[src/rtl/tinyalu_pkg.sv]
// Shared definitions for the TinyALU request arbiter: operation encodings,
// FSM states, datapath widths and the default watchdog limit.
package tinyalu_pkg;

  localparam int NUM_REQ_DEFAULT = 4;
  localparam int TIMEOUT_DEFAULT = 31;
  localparam int OP_W            = 3;
  localparam int DATA_W          = 9;
  localparam int RESULT_W        = 18;

  typedef enum logic [2:0] {
    no_op  = 3'b000,
    add_op = 3'b001,
    and_op = 3'b010,
    xor_op = 3'b011,
    mul_op = 3'b100,
    rst_op = 3'b111
  } operation_t;

  typedef enum logic [2:0] {
    IDLE,
    ISSUE,
    WAIT,
    RESP,
    RECOVER
  } arb_state_t;

  // Only these encodings are forwarded to the ALU; everything else is answered locally.
  function automatic logic is_alu_op(input operation_t op);
    return (op == add_op) || (op == and_op) || (op == xor_op) || (op == mul_op);
  endfunction

endpackage

[src/rtl/tinyalu_arbiter_if.sv]
// Requester and ALU signal bundle for the arbiter; master is the arbiter side,
// slave is the environment (requesters plus ALU).
interface tinyalu_arbiter_if #(
  parameter int NUM_REQ = tinyalu_pkg::NUM_REQ_DEFAULT
) ();
  import tinyalu_pkg::*;

  logic [NUM_REQ-1:0]        req;
  logic [NUM_REQ*OP_W-1:0]   req_op;
  logic [NUM_REQ*DATA_W-1:0] req_a;
  logic [NUM_REQ*DATA_W-1:0] req_b;
  logic [NUM_REQ-1:0]        ack;
  logic [RESULT_W-1:0]       rsp_result;
  logic                      rsp_err;
  logic [DATA_W-1:0]         alu_a;
  logic [DATA_W-1:0]         alu_b;
  logic [OP_W-1:0]           alu_op;
  logic                      alu_start;
  logic                      alu_done;
  logic [RESULT_W-1:0]       alu_result;
  logic                      alu_rst_n;

  modport master (
    input  req, req_op, req_a, req_b, alu_done, alu_result,
    output ack, rsp_result, rsp_err, alu_a, alu_b, alu_op, alu_start, alu_rst_n
  );

  modport slave (
    output req, req_op, req_a, req_b, alu_done, alu_result,
    input  ack, rsp_result, rsp_err, alu_a, alu_b, alu_op, alu_start, alu_rst_n
  );

endinterface

[src/rtl/tinyalu_arbiter_rr_picker.sv]
// Round-robin winner selection: first asserted request at or after ptr, wrapping.
module rr_picker #(
  parameter int N = 4
) (
  input  logic [N-1:0]         req,
  input  logic [$clog2(N)-1:0] ptr,
  output logic [$clog2(N)-1:0] idx,
  output logic                 valid
);
  localparam int IDX_W = $clog2(N);

  logic [IDX_W-1:0] cand;

  // Walk offsets from farthest to nearest so the closest requester to ptr wins.
  always_comb begin
    idx   = '0;
    valid = 1'b0;
    cand  = '0;
    for (int k = N - 1; k >= 0; k--) begin
      cand = ptr + IDX_W'(k);
      if (req[cand]) begin
        idx   = cand;
        valid = 1'b1;
      end
    end
  end

endmodule

[src/rtl/tinyalu_arbiter.sv]
// Shares one TinyALU among NUM_REQ requesters: round-robin grant, one transaction
// in flight, local answers for no_op/illegal ops, and a watchdog that resets a hung ALU.
module tinyalu_arbiter #(
  parameter int NUM_REQ = tinyalu_pkg::NUM_REQ_DEFAULT,
  parameter int TIMEOUT = tinyalu_pkg::TIMEOUT_DEFAULT
) (
  input  logic             clk,
  input  logic             reset_n,
  tinyalu_arbiter_if.master bus
);
  import tinyalu_pkg::*;

  localparam int IDX_W = $clog2(NUM_REQ);
  localparam int CNT_W = $clog2(TIMEOUT + 1);

  arb_state_t          state_q, state_d;
  logic [IDX_W-1:0]    ptr_q, ptr_d;
  logic [IDX_W-1:0]    grant_q, grant_d;
  logic [CNT_W-1:0]    cnt_q, cnt_d;
  operation_t          op_q, op_d;
  logic [DATA_W-1:0]   a_q, a_d, b_q, b_d;
  logic [RESULT_W-1:0] result_q, result_d;
  logic                err_q, err_d;
  logic                alive_q;

  logic [IDX_W-1:0]    win_idx;
  logic                win_valid;
  operation_t          sel_op;
  logic [DATA_W-1:0]   sel_a, sel_b;
  logic [NUM_REQ-1:0]  ack_vec;

  rr_picker #(.N(NUM_REQ)) u_picker (
    .req   (bus.req),
    .ptr   (ptr_q),
    .idx   (win_idx),
    .valid (win_valid)
  );

  always_comb begin
    sel_op = no_op;
    sel_a  = '0;
    sel_b  = '0;
    for (int i = 0; i < NUM_REQ; i++) begin
      if (win_idx == IDX_W'(i)) begin
        sel_op = operation_t'(bus.req_op[OP_W*i +: OP_W]);
        sel_a  = bus.req_a[DATA_W*i +: DATA_W];
        sel_b  = bus.req_b[DATA_W*i +: DATA_W];
      end
    end
  end

  always_comb begin
    state_d  = state_q;
    ptr_d    = ptr_q;
    grant_d  = grant_q;
    cnt_d    = cnt_q;
    op_d     = op_q;
    a_d      = a_q;
    b_d      = b_q;
    result_d = result_q;
    err_d    = err_q;
    unique case (state_q)
      IDLE: begin
        if (win_valid) begin
          grant_d = win_idx;
          ptr_d   = win_idx + IDX_W'(1);
          op_d    = sel_op;
          a_d     = sel_a;
          b_d     = sel_b;
          state_d = ISSUE;
        end
      end
      ISSUE: begin
        cnt_d = '0;
        if (is_alu_op(op_q)) begin
          state_d = WAIT;
        end else begin
          result_d = '0;
          err_d    = (op_q != no_op);
          state_d  = RESP;
        end
      end
      WAIT: begin
        if (bus.alu_done) begin
          result_d = bus.alu_result;
          err_d    = 1'b0;
          state_d  = RESP;
        end else if (cnt_q == CNT_W'(TIMEOUT - 1)) begin
          result_d = '0;
          err_d    = 1'b1;
          cnt_d    = '0;
          state_d  = RECOVER;
        end else begin
          cnt_d = cnt_q + CNT_W'(1);
        end
      end
      // ALU reset is held for two cycles, counted on the shared counter.
      RECOVER: begin
        if (cnt_q == CNT_W'(1)) begin
          cnt_d   = '0;
          state_d = RESP;
        end else begin
          cnt_d = cnt_q + CNT_W'(1);
        end
      end
      RESP: begin
        state_d = IDLE;
      end
      default: begin
        state_d = IDLE;
      end
    endcase
  end

  always_ff @(posedge clk or negedge reset_n) begin
    if (!reset_n) begin
      state_q  <= IDLE;
      ptr_q    <= '0;
      grant_q  <= '0;
      cnt_q    <= '0;
      op_q     <= no_op;
      a_q      <= '0;
      b_q      <= '0;
      result_q <= '0;
      err_q    <= 1'b0;
      alive_q  <= 1'b0;
    end else begin
      state_q  <= state_d;
      ptr_q    <= ptr_d;
      grant_q  <= grant_d;
      cnt_q    <= cnt_d;
      op_q     <= op_d;
      a_q      <= a_d;
      b_q      <= b_d;
      result_q <= result_d;
      err_q    <= err_d;
      alive_q  <= 1'b1;
    end
  end

  always_comb begin
    ack_vec = '0;
    for (int i = 0; i < NUM_REQ; i++) begin
      ack_vec[i] = (state_q == RESP) && (grant_q == IDX_W'(i));
    end
  end

  assign bus.ack        = ack_vec;
  assign bus.rsp_result = result_q;
  assign bus.rsp_err    = err_q;
  assign bus.alu_a      = a_q;
  assign bus.alu_b      = b_q;
  assign bus.alu_op     = op_q;
  assign bus.alu_start  = ((state_q == ISSUE) && is_alu_op(op_q)) || (state_q == WAIT);
  assign bus.alu_rst_n  = alive_q && (state_q != RECOVER);

endmodule

[src/flat_wrapper.sv]
// flat-port wrapper written by rule: the top's interface ports become plain ports
module tinyalu_arbiter_flat import tinyalu_pkg::*;
#(
  parameter int NUM_REQ = tinyalu_pkg::NUM_REQ_DEFAULT,
  parameter int TIMEOUT = tinyalu_pkg::TIMEOUT_DEFAULT
)
  (clk, reset_n, bus_req, bus_req_op, bus_req_a, bus_req_b, bus_alu_done, bus_alu_result, bus_ack, bus_rsp_result, bus_rsp_err, bus_alu_a, bus_alu_b, bus_alu_op, bus_alu_start, bus_alu_rst_n);
  tinyalu_arbiter_if #(.NUM_REQ(NUM_REQ)) bus_i ();
  input  logic clk;
  input  logic reset_n;
  input wire logic [$bits(bus_i.req)-1:0] bus_req;
  input wire logic [$bits(bus_i.req_op)-1:0] bus_req_op;
  input wire logic [$bits(bus_i.req_a)-1:0] bus_req_a;
  input wire logic [$bits(bus_i.req_b)-1:0] bus_req_b;
  input wire logic [$bits(bus_i.alu_done)-1:0] bus_alu_done;
  input wire logic [$bits(bus_i.alu_result)-1:0] bus_alu_result;
  output wire logic [$bits(bus_i.ack)-1:0] bus_ack;
  output wire logic [$bits(bus_i.rsp_result)-1:0] bus_rsp_result;
  output wire logic [$bits(bus_i.rsp_err)-1:0] bus_rsp_err;
  output wire logic [$bits(bus_i.alu_a)-1:0] bus_alu_a;
  output wire logic [$bits(bus_i.alu_b)-1:0] bus_alu_b;
  output wire logic [$bits(bus_i.alu_op)-1:0] bus_alu_op;
  output wire logic [$bits(bus_i.alu_start)-1:0] bus_alu_start;
  output wire logic [$bits(bus_i.alu_rst_n)-1:0] bus_alu_rst_n;
  assign bus_i.req = bus_req;
  assign bus_i.req_op = bus_req_op;
  assign bus_i.req_a = bus_req_a;
  assign bus_i.req_b = bus_req_b;
  assign bus_i.alu_done = bus_alu_done;
  assign bus_i.alu_result = bus_alu_result;
  assign bus_ack = bus_i.ack;
  assign bus_rsp_result = bus_i.rsp_result;
  assign bus_rsp_err = bus_i.rsp_err;
  assign bus_alu_a = bus_i.alu_a;
  assign bus_alu_b = bus_i.alu_b;
  assign bus_alu_op = bus_i.alu_op;
  assign bus_alu_start = bus_i.alu_start;
  assign bus_alu_rst_n = bus_i.alu_rst_n;
  tinyalu_arbiter #(.NUM_REQ(NUM_REQ), .TIMEOUT(TIMEOUT)) u_core (.clk(clk), .reset_n(reset_n), .bus(bus_i));
endmodule
[config.mk]
export PLATFORM = sky130hd
export DESIGN_NAME = tinyalu_arbiter_flat
export DESIGN_NICKNAME = d
export VERILOG_FILES = /design/src/rtl/tinyalu_pkg.sv /design/src/rtl/tinyalu_arbiter_if.sv /design/src/rtl/tinyalu_arbiter_rr_picker.sv /design/src/rtl/tinyalu_arbiter.sv /design/src/flat_wrapper.sv
export SDC_FILE = /design/constraint.sdc
export NUM_CORES = 1
export LEC_CHECK = 0
export CAP_MARGIN = 15
export CORE_MARGIN = 1
export CORE_UTILIZATION = 40
export DETAILED_ROUTE_END_ITERATION = 7
export PLACE_DENSITY = 0.81
export SLEW_MARGIN = 25
export SYNTH_ARGS = -nofsm -noshare
export SYNTH_HDL_FRONTEND = slang
export SYNTH_SLANG_ARGS = --single-unit
[constraint.sdc]
create_clock -name clk -period 3.31 [get_ports clk]
set_input_delay 0.662 -clock clk [delete_from_list [all_inputs] [get_ports clk]]
set_output_delay 0.662 -clock clk [all_outputs]
set_load 0.01 [all_outputs]
* After elaboration in Yosys (flattened, before gate mapping)
Cells that the tools add are included.
** Storage, ports and cells
- Bits in registers :: 53
- Logic and storage cells :: 107
- Input bits :: 109
- Output and inout port bits :: 46
** Operators by class
- Equal/unequal tests :: 22
- Reductions and logical operators :: 20
- Add/subtract/negate cells :: 5
- Order comparisons :: 4
- Muxes and demuxes :: 46
** Operators by type and width (number)
- two-way mux 9 bit :: 8
- two-way mux 18 bit :: 3
- case mux 18 bit (2 select lines) :: 1
- two-way mux 3 bit :: 8
- two-way mux 5 bit :: 3
- case mux 5 bit (3 select lines) :: 1
- equality test 3 x 2 -> 1 bit (second input constant) :: 4
- < comparator 2 x 3 -> 1 bit (second input constant) :: 4
- two-way mux 1 bit :: 12
- case mux 3 bit (4 select lines) :: 1
- binary-select mux 1 bit (select 2 bit) :: 4
- equality test 2 bit (second input constant) :: 4
- two-way mux 2 bit :: 4
- equality test 3 x 1 -> 1 bit (second input constant) :: 2
- equality test 3 bit (second input constant) :: 2
- logical AND 1 bit :: 6
- != test 2 bit (second input constant) :: 3
- AND reduction 3 bit :: 2
- nonzero test 3 bit :: 2
- adder 5 x 1 -> 5 bit (second input constant) :: 1
- equality test 5 x 1 -> 1 bit (second input constant) :: 1
- equality test 5 bit (second input constant) :: 1
- adder 2 x 1 -> 2 bit (second input constant) :: 2
- adder 2 bit (second input constant) :: 2
- 10 further kinds :: 16

* Logic depth before layout (Yosys ltp)
Gate-level depths: netlist of run 1.
- Depth after elaboration :: 12
- Mapped depth :: 11

* Hierarchy
Synthesis of run 1 repeated with hierarchy kept, for this count alone.
** Second synthesis, totals
- Cell total of the unflattened synthesis :: 314
- Area total of the unflattened synthesis :: 3011.6 um^2
** By module, submodules not included
- tinyalu_arbiter :: times used 1, sequential area each 1326.3 um^2, area each 2934.1 um^2, cells an instance 301
- rr_picker :: times used 1, sequential area each 0.0 um^2, area each 77.6 um^2, cells an instance 13

* Least setup slack after synthesis of run 1
Ideal clock, no wire load.
- Path type :: input port to flip-flop
- From :: in bus_req[0]
- To :: reg u_core.a_q[0] (netlist: u_core.bus.alu_a[0])
- Setup slack :: 768 ps
- Stages on the path :: 9
- Data arrival time :: 2464 ps
- Cell sequence :: or3b_2 o221ai_1 inv_1 ha_1 nor2b_1 clkbuf_1 a221oi_1 a211o_1 a21oi_1
** Between the ends
- Word-level cells in the longest chain between the ends :: 11
- Elaborated cells between the ends (all ways) :: 25
** RTL lines
- from (decl) :: RTL line flat_wrapper.sv:11 : input wire logic [$bits(bus_i.req)-1:0] bus_req;
- binary-select mux 1 bit (select 2 bit) :: RTL line tinyalu_arbiter_rr_picker.sv:21 : if (req[cand]) begin
- two-way mux 1 bit (implied by the code) :: RTL line tinyalu_arbiter_rr_picker.sv:21
- two-way mux 2 bit (3 in a row) :: RTL line tinyalu_arbiter_rr_picker.sv:21
- two-way mux 2 bit * :: RTL line tinyalu_arbiter_rr_picker.sv:21
- via u_core.u_picker.idx[0] :: RTL line tinyalu_arbiter_rr_picker.sv:7 : output logic [$clog2(N)-1:0] idx,
- zero test 2 bit :: RTL line tinyalu_arbiter.sv:44 : if (win_idx == IDX_W'(i)) begin
- two-way mux 9 bit (3 in a row) :: RTL line tinyalu_arbiter.sv:44
- two-way mux 9 bit * :: RTL line tinyalu_arbiter.sv:44
- to (signal assigned) :: RTL line tinyalu_arbiter.sv:122 : a_q <= '0;
- to (signal assigned) :: RTL line tinyalu_arbiter.sv:133 : a_q <= a_d;
- to (decl) :: RTL line tinyalu_arbiter.sv:21 : logic [DATA_W-1:0] a_q, a_d, b_q, b_d;
Mark *: on every way through the listed nets, which the timed path passes. The rest lies on a longest branch. The select of a mux whose other input is x is not followed.
A chain may end at the register's enable or synchronous reset.

* Worst setup path after layout of run 1
- From :: reg u_core.state_q[1]
- To :: out bus_ack[1]
** Between the ends
- Word-level cells in the longest chain between the ends :: 2
** RTL lines
- from (decl) :: RTL line tinyalu_arbiter.sv:16 : arb_state_t state_q, state_d;
- from (signal assigned) :: RTL line tinyalu_arbiter.sv:128 : state_q <= state_d;
- equality test 3 x 2 -> 1 bit :: RTL line tinyalu_arbiter.sv:144 : ack_vec[i] = (state_q == RESP) && (grant_q == IDX_W'(i));
- logical AND 1 bit :: RTL line tinyalu_arbiter.sv:144
- to (decl) :: RTL line flat_wrapper.sv:17 : output wire logic [$bits(bus_i.ack)-1:0] bus_ack;
No other way between the ends.

==> reports/results.ini, run 1 <==
[timing]
fin_setup_tns_ns=0
fin_skew_ns=0.005742
finalSetupViolations=0
fin_hold_ws_ns=0.3409
max-slew-margin-rel=0.5974
fin_ws_ns=0.4733
slew_viol_final=0
period_minus_slack_ns=2.837
fin_crit_sh=0.8570
fmax_ghz=0.3525
rsz0062_at_grt=false
hold_violations=0
worstMarginPinSlew_ns=0.6039

[grt]
grt_antenna_before_repair=0
grt_first_pass_wirelength_um=14960
grt_use_total=0.2523
grt_overflow=0
grt_max_degree=43
grt_pass1_vias=3099

[yosys]
synth.area.top_cells=dfrtp_1 44%, a21oi_1 8.4%, a211o_1 5.9%, a221oi_1 5.9%, a22o_1 5.6%
synth_top_cell_by_area=dfrtp_1
synthDominantCellAreaShare=0.4448
yosys_warnings=0
synthFlopType=dfrtp_1
ys_seq_area_frac=0.4448
async_flop_share=1.000
synth_edf_count=0
synth.avg_cell_area_um2=9.406
syn_inst=317
yosysUniqueCellTypes=46
synth_seq_cells=53
synth_area_um2=2982
syn_nets=433

[clock_network]
cts_max_level=2
clk_pin_slew_worst_paths_ns=0.10
cts-buffers-inserted=5
clk_latency_ns=0.31
cts_resized=0
cts_tree=yes
post_cts_buffers=0
cts_max_path_buffers=2
root_buffer=clkbuf_8
cts.sinks=53
hold_buffers=0

[critical_path]
critical_path_buf_inv_count=1
critical_path_arrival_ns=2.17
cp_cell_sequence=nor2b_1 -> nand2_1 -> nor3b_1 -> clkdlybuf4s50_1
cp_slowest_stage_delay_ns=0.62
criticalPathCategory=flip-flop to output port
crit_fanout=14
end_kind=output port
cp_top_family=simple AND/OR/NAND/NOR gates
cp.required_ns=2.65
slowest_stage=dfrtp_1
critPathLaunchType=flip-flop

[placed_design]
routabilityCongestion=0.9249
dpl.hpwl_um=7164
dp_slack_ns=0.1731
portBuffers=154

[route]
drt-total-wl_um=9337
vias=3063
dr.pass1.iters=4
vias_per_cell=5.402
route.detailed.drc=0
ant_nets=0
wl_per_cell_um=16.47
drtIter0Drc=135

[finish]
final_util=0.6606
area_growth_pct=59.84
fin_nets=583
drive_gt1_frac=0.07906
n_antenna_cell=0

[flow_run]
maxCapViolCount=0

[floorplan]
die_w_um=88.34
num_rows=31
ioPinCount=155
die_area_um2=7803
core_area_um2=7214
start_util=0.4133
die_h_um=88.34

[power_and_ir_drop]
p_per_area_nw_per_um2=800.3
ir_worst_vdd_mv=0.3763
p_leak_nw=2.049

[status]
outcome=finished clean

[min_path]
hold_class=primary input to async pin

## cell families (layout without fill, tap and decap cells)
kind of cell / Yosys count / after routing / synth area share
adders and majority gates: 7 / 7 / 0.02937
buffers and inverters: 52 / 203 / 0.06924
AOI/OAI and AO/OA: 126 / 126 / 0.3051
and+or+nand+nor: 74 / 74 / 0.1360
xor gates and xnor gates: 1 / 1 / 0.002938
other: 1 / 1 / 0.001258
muxes: 3 / 3 / 0.01133
DFF: 53 / 53 / 0.4448
## metrics by stage
| step | std cells | power [mW] | area, um2 |
|---|---|---|---|
| CTS | 567 | 3.845 | 4766 |
| detailed placement | 559 | 3.377 | 4651 |
| floorplan | 317 | 2.372 | 2982 |
| global route | 567 | 4.112 | 4766 |
| global placement | 559 | 3.312 | 4651 |
| finish | 567 | 3.814 | 4766 |
## registers in the layout, summed over array words and instances (netlist names)
signal,cells
u_core.alive_q,1
u_core.bus.alu_a,9
u_core.bus.alu_b,9
u_core.bus.alu_op,3
u_core.bus.rsp_err,1
u_core.bus.rsp_result,18
u_core.cnt_q,5
u_core.grant_q,2
u_core.ptr_q,2
u_core.state_q,3
## Yosys cell counts (4+ instances only)
| library cell | number |
|---|---|
| clkbuf_1 | 15 |
| nor3b_1 | 4 |
| a21oi_1 | 50 |
| a22o_1 | 19 |
| nor2_1 | 34 |
| buf_2 | 9 |
| dfrtp_1 | 53 |
| a221oi_1 | 20 |
| a211o_1 | 20 |
| inv_1 | 27 |
| nand2_1 | 9 |
| ha_1 | 7 |
## cell type report
class	count	area, um2
fill	618	2449
multi-input combinational	212	1458
clock buffer	5	68.82
inverter	27	101.3
clock inverter	3	46.29
sequential	53	1326
tap	99	123.9
timing repair buffer	168	1642
## final timing paths
| kind | start | end | slack [ns] | depth (start not counted) |
|---|---|---|---|---|
| hold / removal | reset_n | u_core.grant_q[1] | 0.34 | 1 |
| hold reg to reg | u_core.bus.rsp_result[6] | u_core.bus.rsp_result[6] | 0.51 | 1 |
| setup reg to reg | u_core.ptr_q[1] | u_core.bus.alu_a[7] | 0.85 | 9 |
| min in group clk | u_core.bus.rsp_result[6] | u_core.bus.rsp_result[6] | 0.51 | 1 |
| max in group asynchronous | reset_n | u_core.cnt_q[0] | 2.18 | 2 |
| setup / recovery | u_core.state_q[1] | bus_ack[1] | 0.47 | 4 |
## power breakdown
| group | total [mW] | switching, mW | internal, mW |
|---|---|---|---|
| clock network | 0.453 | 0.227 | 0.227 |
| logic | 2.19 | 1.03 | 1.16 |
| registers | 1.17 | 0.232 | 0.934 |
| total | 3.81 | 1.49 | 2.32 |
## routing by layer
metal | vias to the layer above | routed length, um | GRT usage
met1 | 1480 | 3684 | 0.3099
met4 | 0 | 278 | 0.09824
met3 | 22 | 580 | 0.04851
li1 | 1462 | - | -
met2 | 99 | 4793 | 0.4378
met5 | - | 0 | 0
## placed cells by master (no fill, tap or decap), types with 5 or more instances in the layout
cell type	count
a21oi_1	50
a22o_1	19
a211o_1	20
inv_1	27
a221oi_1	20
clkdlybuf4s50_1	153
clkbuf_8	5
nand2_1	9
ha_1	7
buf_4	14
dfrtp_1	53
nor2_1	34
No activity file was read; power rests on OpenSTA's default activity.
==> run 2: changes to the inputs <==
CORE_UTILIZATION = 60   (was 40)
DONT_BUFFER_PORTS = 1   (was not set)
PLACE_DENSITY = 0.76   (was 0.81)
==> reports/results.ini, run 2 (synthesized netlist as in run 1, its figures left out) <==
[power_and_ir_drop]
sequentialPowerShare=0.423
clock_power_share=0.142
swShare=0.4298
p_int_mw=1.788
p_per_area_nw_per_um2=993.2
power_frac_comb=0.435
p_leak_nw=1.433
ir_worst_vdd_mv=0.5506
p_sw_mw=1.348

[timing]
fin_setup_tns_ns=0
finalSetupViolations=0
hold_violations=0
max-slew-margin-rel=0.4829
slew_viol_final=0
period_minus_slack_ns=2.510
fin_crit_sh=0.7582
worstMarginPinSlew_ns=0.7685
fmax_ghz=0.3985
fin_skew_ns=0.007749
rsz0062_at_grt=false

[grt]
grt_antenna_before_repair=0
grt_max_degree=54
grt_first_pass_wirelength_um=11270
grt_use_total=0.2801
grt_overflow=0
grt_pass1_vias=2321

[finish]
n_antenna_cell=0
drive_gt1_frac=0.1032
multi_input_area_um2=1460
area_growth_pct=5.917
fin_nets=425
layout_common_cells=53 x dfrtp_1, 50 x a21oi_1, 34 x nor2_1
largest_reg_flops=18
mostFrequentLayoutCell=dfrtp_1
fillers=417
regArea_um2=1326
final_util=0.6642

[critical_path]
cp.required_ns=3.55
crit_fanout=15
critPathLaunchType=flip-flop
criticalPathCategory=flip-flop to flip-flop
reg2reg_slack_ns=0.80
end_kind=flip-flop
rr_worst_depth=9
r2r-end=u_core.bus.alu_b[3]
critical_path_arrival_ns=2.75
r2r_start=u_core.ptr_q[1]

[floorplan]
num_rows=25
die_area_um2=5256
die_w_um=72.50
die_h_um=72.50
ioPinCount=155
core_area_um2=4755
start_util=0.6271

[route]
wl_per_cell_um=19.07
drtIter0Drc=140
vias_per_cell=6.475
dr.pass1.iters=4
vias=2441
drt-total-wl_um=7189
ant_nets=0
route.detailed.drc=0

[placed_design]
portBuffers=0
dpl.hpwl_um=5232
routabilityCongestion=0.8699

[min_path]
hold_class=primary input to async pin

[flow_run]
maxCapViolCount=0

[clock_network]
cts-buffers-inserted=5
cts_max_path_buffers=2
post_cts_buffers=0
cts_tree=yes
cts_max_level=2
clk_pin_slew_worst_paths_ns=0.10
cts_resized=0
root_buffer=clkbuf_8
hold_buffers=0
cts.sinks=53
clk_latency_ns=0.31

[status]
outcome=finished clean

-- run 2: critical path, cell delays in order (launching register included) --
cell and delay (ns):
dfrtp_1 0.43, mux2_2 0.36, o221ai_1 0.34, inv_1 0.13, ha_1 0.23, nor2b_1 0.17, buf_4 0.24, a221oi_1 0.10
a211o_1 0.30, a21oi_1 0.13
-- run 2: layer usage --
layer  wire [um]  vias up  GRT usage
li1            -     1141          -
met1        3045     1193     0.3601
met2        3458       93     0.4507
met3         551       14    0.08611
met4         133        0    0.09586
met5           0        -          0
-- run 2: worst max path at each step --
| stage | from | endpoint | slack [ns] |
|---|---|---|---|
| 3_5_place_dp | bus_req[1] | u_core.bus.alu_a[1] | 0.52 |
| 5_1_grt | u_core.ptr_q[1] | u_core.bus.alu_b[4] | 0.61 |
| 3_3_place_gp | bus_req[0] | u_core.bus.alu_op[1] | 0.65 |
| 4_1_cts | u_core.ptr_q[1] | u_core.bus.alu_op[1] | 0.69 |
| 2_1_floorplan | bus_req[0] | u_core.bus.alu_a[0] | 0.77 |
| 6_report | u_core.ptr_q[1] | u_core.bus.alu_b[3] | 0.80 |
-- run 2: power by group through the flow --
stage               Sequential [mW]  Combinational, mW  Clock (mW)
global placement               1.33               1.33           0
detailed placement             1.33               1.36           0
floorplan                      1.22               1.15           0
global route                   1.36               1.53       0.469
finish                         1.33               1.36       0.447
CTS                            1.33               1.36       0.449
-- run 2: area by class of cell --
type                    count  share of cell area
clock inverters             2             0.01228
flip-flops and latches     53              0.4200
well taps                  67             0.02655
multi-input cells         212              0.4624
repair buffers             10             0.02377
inverters                  27             0.03209
clock buffers               6             0.02298
-- run 2: metrics by stage --
step | worst slack (ns) | cells | total power [mW] | cell area (um2) | hold slack (ns)
final | 0.8005 | 377 | 3.137 | 3158 | 0.03642
after global routing | 0.6055 | 377 | 3.360 | 3158 | 0.02116
after CTS | 0.6884 | 377 | 3.139 | 3156 | 0.03081
after detailed placement | 0.5223 | 369 | 2.693 | 3044 | 0.3677
after global placement | 0.6548 | 369 | 2.658 | 3044 | 0.3675
after floorplan | 0.7683 | 317 | 2.372 | 2982 | 0.3664
==> run 3: changes to the inputs <==
clock period = 2.6 ns   (was 3.31 ns; I/O delays follow)
==> reports/results.ini, run 3 (synthesized netlist as in run 1, its figures left out) <==
[timing]
period_minus_slack_ns=2.400
max-slew-margin-rel=0.4409
fin_skew_ns=0.01196
fin_crit_sh=0.9230
fmax_ghz=0.4167
rsz0062_at_grt=false
finalSetupViolations=0
hold_violations=0
worstMarginPinSlew_ns=0.8386
fin_setup_tns_ns=0
fin_hold_ws_ns=0.06510
slew_viol_final=0

[clock_network]
cts_max_path_buffers=2
post_cts_buffers=0
root_buffer=clkbuf_8
clk_latency_ns=0.31
clk_pin_slew_worst_paths_ns=0.10
cts_tree=yes
cts_max_level=2
cts-buffers-inserted=5
cts.sinks=53

[grt]
grt_antenna_before_repair=0
grt_overflow=0
grt_first_pass_wirelength_um=11650
grt_max_degree=54
grt_use_total=0.2866
grt_pass1_vias=2378

[finish]
drive_gt1_frac=0.1065
mostFrequentLayoutCell=dfrtp_1
fin_nets=425
largest_reg_flops=18
n_antenna_cell=0
area_growth_pct=7.302
fin_cells=377
layout_common_cells=53 x dfrtp_1, 50 x a21oi_1, 34 x nor2_1
fillers=396
final_util=0.6729

[critical_path]
crit_fanout=20
cp-startpoint=u_core.ptr_q[1]
critical_path_arrival_ns=2.62
cp.required_ns=2.82
cp_cell_sequence=mux2_2 -> o221ai_2 -> inv_1 -> ha_1 -> nor2b_1 -> buf_4 -> a221oi_1 -> a211o_1 -> a21oi_1
critPathLaunchType=flip-flop
cp_slowest_stage_delay_ns=0.45
slowest_stage=dfrtp_1
end_kind=flip-flop
reg2reg_slack_ns=0.20
criticalPathCategory=flip-flop to flip-flop
r2r_start=u_core.ptr_q[1]

[route]
vias=2478
vias_per_cell=6.573
route.detailed.drc=0
drtIter0Drc=240
dr.pass1.iters=4
drt-total-wl_um=7514
ant_nets=0
wl_per_cell_um=19.93

[power_and_ir_drop]
ir_worst_vdd_mv=0.5478
p_leak_nw=1.450
p_per_area_nw_per_um2=1266

[floorplan]
core_area_um2=4755
die_h_um=72.50
start_util=0.6271
ioPinCount=155
die_area_um2=5256
num_rows=25
die_w_um=72.50

[min_path]
hold_class=primary input to async pin

[placed_design]
dpl.hpwl_um=5255
dp.cells=368
portBuffers=0
routabilityCongestion=0.8237

[flow_run]
maxCapViolCount=0

[status]
outcome=finished clean

[run 3: cell types whose count changed in the layout (fill, tap and decap cells not counted), sizes merged]
cell,previous run,this run
inv,27,29
clkinv,1,0
clkbuf,6,5
[run 3: where the power goes]
group,internal [mW],switching (mW)
clock,0.294,0.290
sequential,1.19,0.501
combinational,0.796,0.979
total,2.28,1.77
[run 3: final timing paths]
kind / endpoint / cells past startpoint
max: u_core.bus.alu_a[3] / 9
min: u_core.cnt_q[3] / 1
max reg2reg: u_core.bus.alu_a[3] / 9
min reg2reg: u_core.grant_q[0] / 1
max in group asynchronous: u_core.cnt_q[0] / 1
min in group clk: u_core.bus.rsp_result[13] / 1
[run 3: metrics by stage]
| step | total power [mW] | worst slack (ns) | cell area [um2] |
|---|---|---|---|
| after floorplan | 3.020 | 0.2003 | 2982 |
| after global placement | 3.374 | 0.2001 | 3049 |
| after detailed placement | 3.440 | 0.1231 | 3049 |
| after CTS | 4.046 | 0.1171 | 3193 |
| after global routing | 4.333 | 0.05509 | 3199 |
| final | 4.050 | 0.2002 | 3199 |
[run 3: cell type report]
| class | count | area, um2 | area share |
|---|---|---|---|
| tap | 67 | 83.83 | 0.02620 |
| inverter | 27 | 101.3 | 0.03168 |
| timing repair buffer | 10 | 107.6 | 0.03363 |
| multi-input combinational | 212 | 1464 | 0.4576 |
| clock buffer | 5 | 68.82 | 0.02151 |
| clock inverter | 3 | 47.55 | 0.01486 |
| sequential | 53 | 1326 | 0.4145 |
[run 3: timing repair]
action / in CTS / in global routing
resized for setup: 0 / 1
hold buffers: 1 / 0
hold endpoints to repair: 53 / 0
setup endpoints to repair: 0 / 20
[run 3: metal layers]
layer | vias to the layer above | routed length [um] | global-route usage
li1 | 1144 | - | -
met2 | 114 | 3660 | 0.4590
met4 | 0 | 70 | 0.07407
met5 | - | 0 | 0
met3 | 8 | 629 | 0.09583
met1 | 1212 | 3154 | 0.3753
[run 3: worst max-delay path: cells and delay by family, from the launching register on]
family          cells  cell delay, ns
mux                 1            0.37
flops               1            0.45
compound gates      4            0.78
buf+inv             2            0.36
simple gates        1            0.11
fa+ha+maj           1            0.23
